--- config.mk ---
export PLATFORM = sky130hd
export DESIGN_NAME = snake_engine
export DESIGN_NICKNAME = d
export VERILOG_FILES = /design/src/rtl/snake_pkg.sv /design/src/rtl/snake_engine_tick_gen.sv /design/src/rtl/snake_engine.sv
export SDC_FILE = /design/constraint.sdc
export NUM_CORES = 2
export LEC_CHECK = 0
export BUFFER_PORTS_ARGS = -buffer_cell sky130_fd_sc_hd__buf_4
export CAP_MARGIN = 10
export CORE_MARGIN = 1
export CORE_UTILIZATION = 60
export CTS_BUF_LIST = sky130_fd_sc_hd__clkbuf_8
export DETAILED_ROUTE_END_ITERATION = 8
export MAX_ROUTING_LAYER = met4
export PLACE_DENSITY = 0.85
export RECOVER_POWER = 25
export SETUP_SLACK_MARGIN = 0.02
export SLEW_MARGIN = 20
export SYNTH_ARGS = -nofsm -noshare
export SYNTH_HDL_FRONTEND = slang
export SYNTH_HIERARCHICAL = 1
export SYNTH_SLANG_ARGS = --single-unit
--- constraint.sdc ---
create_clock -name clk -period 16.72 [get_ports clk]
set_clock_uncertainty 0.05 [all_clocks]
set_input_delay 4.18 -clock clk [delete_from_list [all_inputs] [get_ports clk]]
set_output_delay 4.18 -clock clk [all_outputs]
set_load 0.05 [all_outputs]
--- src/rtl/snake_pkg.sv ---
// Shared definitions for the snake game: direction codes, engine FSM states and
// default playfield geometry used by the engine, food generator and renderer.
package snake_pkg;

  localparam int COORD_W = 10;

  localparam logic [1:0] DIR_UP    = 2'd0;
  localparam logic [1:0] DIR_DOWN  = 2'd1;
  localparam logic [1:0] DIR_LEFT  = 2'd2;
  localparam logic [1:0] DIR_RIGHT = 2'd3;

  localparam int DEF_SCREEN_WIDTH  = 640;
  localparam int DEF_SCREEN_HEIGHT = 480;
  localparam int DEF_SEGMENT_SIZE  = 10;

  typedef enum logic [2:0] {
    ST_PLAY   = 3'd0,
    ST_MOVE   = 3'd1,
    ST_SCAN   = 3'd2,
    ST_UPDATE = 3'd3,
    ST_OVER   = 3'd4
  } state_e;

  // Up/down and left/right share bit 1 and differ in bit 0.
  function automatic logic dir_opposite(input logic [1:0] a, input logic [1:0] b);
    return (a[1] == b[1]) && (a[0] != b[0]);
  endfunction

endpackage

--- src/rtl/snake_engine_tick_gen.sv ---
// Movement-rate divider: counts 0..TICK_DIV-1 and raises tick_o for the single
// cycle in which the counter wraps.
module tick_gen #(
  parameter int TICK_DIV = 5000000
) (
  input  logic clk_i,
  input  logic reset_i,
  output logic tick_o
);

  localparam int CW = (TICK_DIV > 2) ? $clog2(TICK_DIV) : 1;
  localparam logic [CW-1:0] CNT_LAST = CW'(TICK_DIV - 1);

  logic [CW-1:0] cnt_q;

  // Free-running divider counter
  always_ff @(posedge clk_i) begin
    if (reset_i) begin
      cnt_q <= '0;
    end else if (cnt_q == CNT_LAST) begin
      cnt_q <= '0;
    end else begin
      cnt_q <= cnt_q + CW'(1);
    end
  end

  assign tick_o = (cnt_q == CNT_LAST);

endmodule

--- src/rtl/snake_engine.sv ---
// Snake game core: holds the body, advances it once per tick, detects wall and
// self collisions, grows on food and answers renderer occupancy queries.
module snake_engine
  import snake_pkg::*;
#(
  parameter int SCREEN_WIDTH  = DEF_SCREEN_WIDTH,
  parameter int SCREEN_HEIGHT = DEF_SCREEN_HEIGHT,
  parameter int SEGMENT_SIZE  = DEF_SEGMENT_SIZE,
  parameter int MAX_LEN       = 32,
  parameter int INIT_LEN      = 3,
  parameter int TICK_DIV      = 5000000
) (
  input  logic               clk,
  input  logic               reset,
  input  logic [1:0]         dir_in,
  input  logic               dir_valid,
  input  logic [COORD_W-1:0] food_x,
  input  logic [COORD_W-1:0] food_y,
  input  logic [COORD_W-1:0] query_x,
  input  logic [COORD_W-1:0] query_y,
  output logic               food_eaten,
  output logic [COORD_W-1:0] head_x,
  output logic [COORD_W-1:0] head_y,
  output logic [5:0]         length,
  output logic               game_over,
  output logic               query_hit
);

  localparam int IW = (MAX_LEN > 2) ? $clog2(MAX_LEN) : 1;
  localparam logic [COORD_W-1:0] SEG   = COORD_W'(SEGMENT_SIZE);
  localparam logic [COORD_W-1:0] X_MAX = COORD_W'(SCREEN_WIDTH - SEGMENT_SIZE);
  localparam logic [COORD_W-1:0] Y_MAX = COORD_W'(SCREEN_HEIGHT - SEGMENT_SIZE);
  localparam logic [5:0] LEN_MAX  = 6'(MAX_LEN);
  localparam logic [5:0] LEN_INIT = 6'(INIT_LEN);

  state_e state_q, state_d;
  logic [COORD_W-1:0] seg_x_q [MAX_LEN];
  logic [COORD_W-1:0] seg_y_q [MAX_LEN];
  logic [1:0]  dir_q, pending_q;
  logic [5:0]  len_q, scan_limit_q, idx_q;
  logic [COORD_W-1:0] next_x_q, next_y_q, next_x_s, next_y_s;
  logic grow_q, query_hit_q;
  logic tick_s, wall_s, grow_s, seg_hit_s, scan_done_s, query_match_s;

  tick_gen #(.TICK_DIV(TICK_DIV)) u_tick (
    .clk_i   (clk),
    .reset_i (reset),
    .tick_o  (tick_s)
  );

  // Candidate head position; wall is tested before any subtraction is used
  always_comb begin
    next_x_s = seg_x_q[0];
    next_y_s = seg_y_q[0];
    wall_s   = 1'b0;
    case (pending_q)
      DIR_UP:    begin wall_s = (seg_y_q[0] == '0);    next_y_s = seg_y_q[0] - SEG; end
      DIR_DOWN:  begin wall_s = (seg_y_q[0] == Y_MAX); next_y_s = seg_y_q[0] + SEG; end
      DIR_LEFT:  begin wall_s = (seg_x_q[0] == '0);    next_x_s = seg_x_q[0] - SEG; end
      default:   begin wall_s = (seg_x_q[0] == X_MAX); next_x_s = seg_x_q[0] + SEG; end
    endcase
  end

  assign grow_s      = (next_x_s == food_x) && (next_y_s == food_y);
  assign seg_hit_s   = (seg_x_q[idx_q[IW-1:0]] == next_x_q) && (seg_y_q[idx_q[IW-1:0]] == next_y_q);
  assign scan_done_s = ((idx_q + 6'd1) == scan_limit_q);

  // Renderer occupancy lookup over live segments only
  always_comb begin
    query_match_s = 1'b0;
    for (int i = 0; i < MAX_LEN; i++) begin
      if ((6'(i) < len_q) && (seg_x_q[i] == query_x) && (seg_y_q[i] == query_y)) begin
        query_match_s = 1'b1;
      end else begin
        query_match_s = query_match_s;
      end
    end
  end

  // FSM state register
  always_ff @(posedge clk) begin
    if (reset) begin
      state_q <= ST_PLAY;
    end else begin
      state_q <= state_d;
    end
  end

  // FSM next-state logic
  always_comb begin
    state_d = state_q;
    case (state_q)
      ST_PLAY:   if (tick_s) state_d = ST_MOVE; else state_d = ST_PLAY;
      ST_MOVE:   if (wall_s) state_d = ST_OVER; else state_d = ST_SCAN;
      ST_SCAN: begin
        if (seg_hit_s)        state_d = ST_OVER;
        else if (scan_done_s) state_d = ST_UPDATE;
        else                  state_d = ST_SCAN;
      end
      ST_UPDATE: state_d = ST_PLAY;
      ST_OVER:   state_d = ST_OVER;
      default:   state_d = ST_PLAY;
    endcase
  end

  // FSM outputs decoded from registered state
  always_comb begin
    food_eaten = 1'b0;
    game_over  = 1'b0;
    case (state_q)
      ST_UPDATE: food_eaten = grow_q;
      ST_OVER:   game_over  = 1'b1;
      default:   food_eaten = 1'b0;
    endcase
  end

  // Body storage, direction latch, scan bookkeeping and query register
  always_ff @(posedge clk) begin
    if (reset) begin
      for (int i = 0; i < MAX_LEN; i++) begin
        if (i < INIT_LEN) begin
          seg_x_q[i] <= COORD_W'(SCREEN_WIDTH / 2 - i * SEGMENT_SIZE);
          seg_y_q[i] <= COORD_W'(SCREEN_HEIGHT / 2);
        end else begin
          seg_x_q[i] <= '0;
          seg_y_q[i] <= '0;
        end
      end
      dir_q        <= DIR_RIGHT;
      pending_q    <= DIR_RIGHT;
      len_q        <= LEN_INIT;
      next_x_q     <= '0;
      next_y_q     <= '0;
      grow_q       <= 1'b0;
      scan_limit_q <= 6'd0;
      idx_q        <= 6'd0;
      query_hit_q  <= 1'b0;
    end else begin
      if ((state_q != ST_OVER) && dir_valid && !dir_opposite(dir_in, dir_q)) begin
        pending_q <= dir_in;
      end
      case (state_q)
        ST_MOVE: begin
          dir_q        <= pending_q;
          next_x_q     <= next_x_s;
          next_y_q     <= next_y_s;
          grow_q       <= grow_s;
          scan_limit_q <= grow_s ? len_q : (len_q - 6'd1);
          idx_q        <= 6'd0;
        end
        ST_SCAN: idx_q <= idx_q + 6'd1;
        ST_UPDATE: begin
          for (int i = 1; i < MAX_LEN; i++) begin
            seg_x_q[i] <= seg_x_q[i-1];
            seg_y_q[i] <= seg_y_q[i-1];
          end
          seg_x_q[0] <= next_x_q;
          seg_y_q[0] <= next_y_q;
          if (grow_q && (len_q != LEN_MAX)) begin
            len_q <= len_q + 6'd1;
          end
        end
        default: idx_q <= idx_q;
      endcase
      query_hit_q <= query_match_s;
    end
  end

  assign head_x    = seg_x_q[0];
  assign head_y    = seg_y_q[0];
  assign length    = len_q;
  assign query_hit = query_hit_q;

endmodule

==> flow_results.org <==
** Outcome
- The flow ran to the end, but the final reports show violations.
- The checks that failed: capacitance limit, slew limit.

** Clock tree
- Later-pin clock latency in the skew report :: 0.77 ns
- Post-CTS clock slew at the launch and capture registers of the worst setup and hold paths :: 0.06 ns
- The cell sitting at the root of the clock tree is a sky130_fd_sc_hd__clkbuf_8.
- TritonCTS built the clock tree.
- The clock drives 715 sinks.
- H-tree depth :: 3
- Buffers inserted by post-CTS timing repair :: 0
- Hold buffers post-CTS :: 0
- Resized cells post-CTS :: 0
- Max clock buf depth :: 3
- Buffers inserted during clock tree synthesis total 115.

** Logic synthesis
- Largest area contributor in the netlist :: sky130_fd_sc_hd__edfxtp_1
- The top cell type by area accounts for 26.4% of the synthesized area.
- After synthesis the netlist holds a flip-flop and latch count of 715.
- Post-synthesis net count :: 4203
- The synthesized netlist contains 81 unique library cells.
- Synthesized netlist cell count :: 4137
- Top FF cell, synth :: sky130_fd_sc_hd__edfxtp_1
- For this run, the number of Yosys warnings is 6.
- Fraction of synthesis flops using an asynchronous set or reset pin :: 0%
- Of the synthesized area, sequential elements account for 43.7%.
- The average instance in the mapped netlist occupies 9.92 um^2.
- Netlist area before placement :: 0.0410 mm^2
- Ranked by total cell area, the synthesized netlist is headed by sky130_fd_sc_hd__edfxtp_1 26%, sky130_fd_sc_hd__dfxtp_1 17%, sky130_fd_sc_hd__xor2_1 9.8%.
- Number of synthesized flops with an enable pin :: 360

** Global routing
- Total grt overflow :: 0
- First-pass GRT wire length :: 216 mm
- The number of antenna violations at the first check in global routing came to 9.
- The via count of the first global-routing pass came to 32462.
- Global routing consumed, over all layers together, 43.6% of the routing resources.
- Entering global routing, the biggest net connects 221 pins.

** Setup path
- Maximum fanout encountered on the critical timing path :: 135
- R2R cell count :: 11
- Data arrives at the worst endpoint at 11.80 ns.
- Required @ worst endpoint :: 17.03 ns
- STA classifies the critical path endpoint as a flip-flop.
- Critical path class :: input pin to flip-flop
- Startpoint kind of the worst setup timing path :: input pin

** Timing
- Clock period minus worst slack :: 11.49 ns
- At the pin with the least slew margin, the transition time is 5.08 ns.
- Setup repair after global routing left no endpoint under its margin.
- Final hold violation count :: 0
- Final setup margin :: 5.23 ns
- For this run, the top clock speed supported by timing is 87.1 MHz.
- Number of setup violations in the final report :: 0
- Max-slew violation count :: 171
- Summed over all failing endpoints, the final setup total negative slack is 0 ns.
- On the final layout, the worst hold slack is 0.403 ns.
- Period utilization :: 68.7%
- Measured against its own limit, the worst slew margin works out to -238%.

** Final layout
- From synthesis to final layout, the design area changed by 6.94%.
- The library cell used most frequently in the layout, excluding fill and tap cells, is sky130_fd_sc_hd__nand2_1.
- Leaving out fill and tap cells, the most frequent cells in the layout are 634 x sky130_fd_sc_hd__nand2_1, 460 x sky130_fd_sc_hd__xor2_1, 360 x sky130_fd_sc_hd__edfxtp_1, 350 x sky130_fd_sc_hd__dfxtp_1, 345 x sky130_fd_sc_hd__and3_1.
- Registers take 0.0179 mm^2.
- Area of the multi-input gates :: 0.0215 mm^2
- Filler instances :: 5216
- The net count of the finished layout is 4074.
- Proportion of layout cells with a drive suffix above 1 :: 10.5%
- After routing the design area is 0.0439 mm^2.

** Place
- At the placement stage, the worst setup path has a slack of 8.49 ns.
- Number of buffers added on ports :: 73
- Half-perimeter wire length after placement :: 101 mm
- Post-Place Cell Area :: 0.0415 mm^2
- Final estimated routing congestion in global placement :: 1.14

** Route
- The first detailed-routing pass ran for 7 iterations.
- Via-per-instance ratio :: 7.05
- The first routing iteration left 6760 violations.
- In the routed design, unresolved DRC markers number 0.
- The final layout contains routed wiring with a total length of 150 mm.
- DR WL/cell :: 30.1 um
- Detailed routing inserted a total of 35201 vias.
- Once detail routing completed, the nets flagged for antenna violations numbered 0.

** Pwr
- Summed over all cells, the static leakage comes to 16.4 nW.
- Across the VDD grid, the largest voltage drop is 0.0620 mV.
- Overall power consumption after layout is estimated at 3.76 mW.
- Dividing total power by cell area gives a power density of 85.7 mW/mm^2.

** Run
- The tool flagged a number of max-cap violations equal to 2.

** Die
- Once the floorplan was initialized, standard cells occupied 60.9% of the core.
- Die Width :: 263 um
- Vert. Die Dim :: 263 um
- Die area :: 0.0694 mm^2
- Number of placement rows :: 95
- Top-level I/O count :: 74
- Core region area :: 0.0674 mm^2

** Hold path
- Min-Delay Path Class :: flip-flop to flip-flop
- Number of cells traversed by the worst hold path :: 2
[Yosys cell counts, drive strengths merged (4+ instances only)]
master   count
a2111oi     11
a211oi      29
a21o         9
a21oi      327
a221oi       6
a22oi       46
a311oi       7
a31oi       12
and2         7
and3       345
buf        114
clkbuf     247
dfxtp      355
edfxtp     360
ha          19
inv         26
mux2        19
mux2i       86
mux4       125
nand2      636
nand2b       9
nand3       41
nand3b       4
nand4       95
nor2        94
nor2b       17
nor3        42
nor3b        7
nor4       130
nor4b        7
o2111ai      9
o211ai       6
o21ai       55
o22ai       12
o31a         6
o31ai        8
o32ai        7
or2          8
or3         31
or4          8
xnor2      254
xor2       460
[metal layers]
layer  routed length, um  vias up  global-route usage [%]
met2               61300     3019                    59.7
met5                   0        -                       -
met3               24700      784                    16.5
li1                    -    14628                       -
met4               13000        0                    29.1
met1               51400    16770                    53.3
[flip-flops by register name, indices dropped and copies added, names as in the netlist, named ones only]
name and cells:
query_hit 1, next_x_q 10, dir_q 2, pending_q 2, next_y_q 10, seg_y_q 320, u_tick/cnt_q 23, length 6
idx_q 6, grow_q 1, state_q 3, seg_x_q 320, scan_limit_q 6
[worst paths after layout]
kind,from,to,slack (ns)
max,reset,seg_y_q[9][1],5.23
max reg2reg,flip-flop,state_q[1],11.42
min,grow_q,grow_q,0.40
min reg2reg,grow_q,grow_q,0.40
[cells by family (layout without fill, tap and decap cells)]
kind of cell	count (synthesis)	count (layout)	synth area share [%]
xor+xnor	715	715	15.3
other cells	0	10	0
compound gates	578	578	8.47
flops	715	715	43.7
fa+ha+maj	21	21	0.677
simple gates	1490	1490	18.2
buf+inv	388	359	4.00
mux	230	230	9.64
[through the flow]
step | std cells | utilization, %
finish | 4991 | 65.1
global route | 4989 | 65.1
CTS | 4980 | 65.1
detailed placement | 4763 | 61.6
global placement | 4763 | 61.6
floorplan | 4137 | -
[critical path, stage by stage]
cell and delay, ns:
sky130_fd_sc_hd__clkbuf_1 3.50, sky130_fd_sc_hd__inv_8 1.22, sky130_fd_sc_hd__nand2_8 1.02, sky130_fd_sc_hd__buf_4 0.75, sky130_fd_sc_hd__buf_4 0.89
[layout make-up]
cell class / count / share of cell area [%]
Multi-Input combinational cell: 3034 / 49.0
Clock inverter: 83 / 1.06
Antenna cell: 10 / 0.0570
Timing Repair Buffer: 115 / 2.06
Clock buffer: 134 / 4.20
Inverter: 27 / 0.248
Sequential cell: 715 / 40.9
Tap cell: 873 / 2.49
[power by group]
| group | internal [mW] | switching (mW) | total (mW) |
|---|---|---|---|
| clock network | 0.790 | 0.749 | 1.54 |
| registers | 1.87 | 0.0514 | 1.92 |
| logic | 0.0978 | 0.203 | 0.301 |
(Power assumes the default switching activity.)
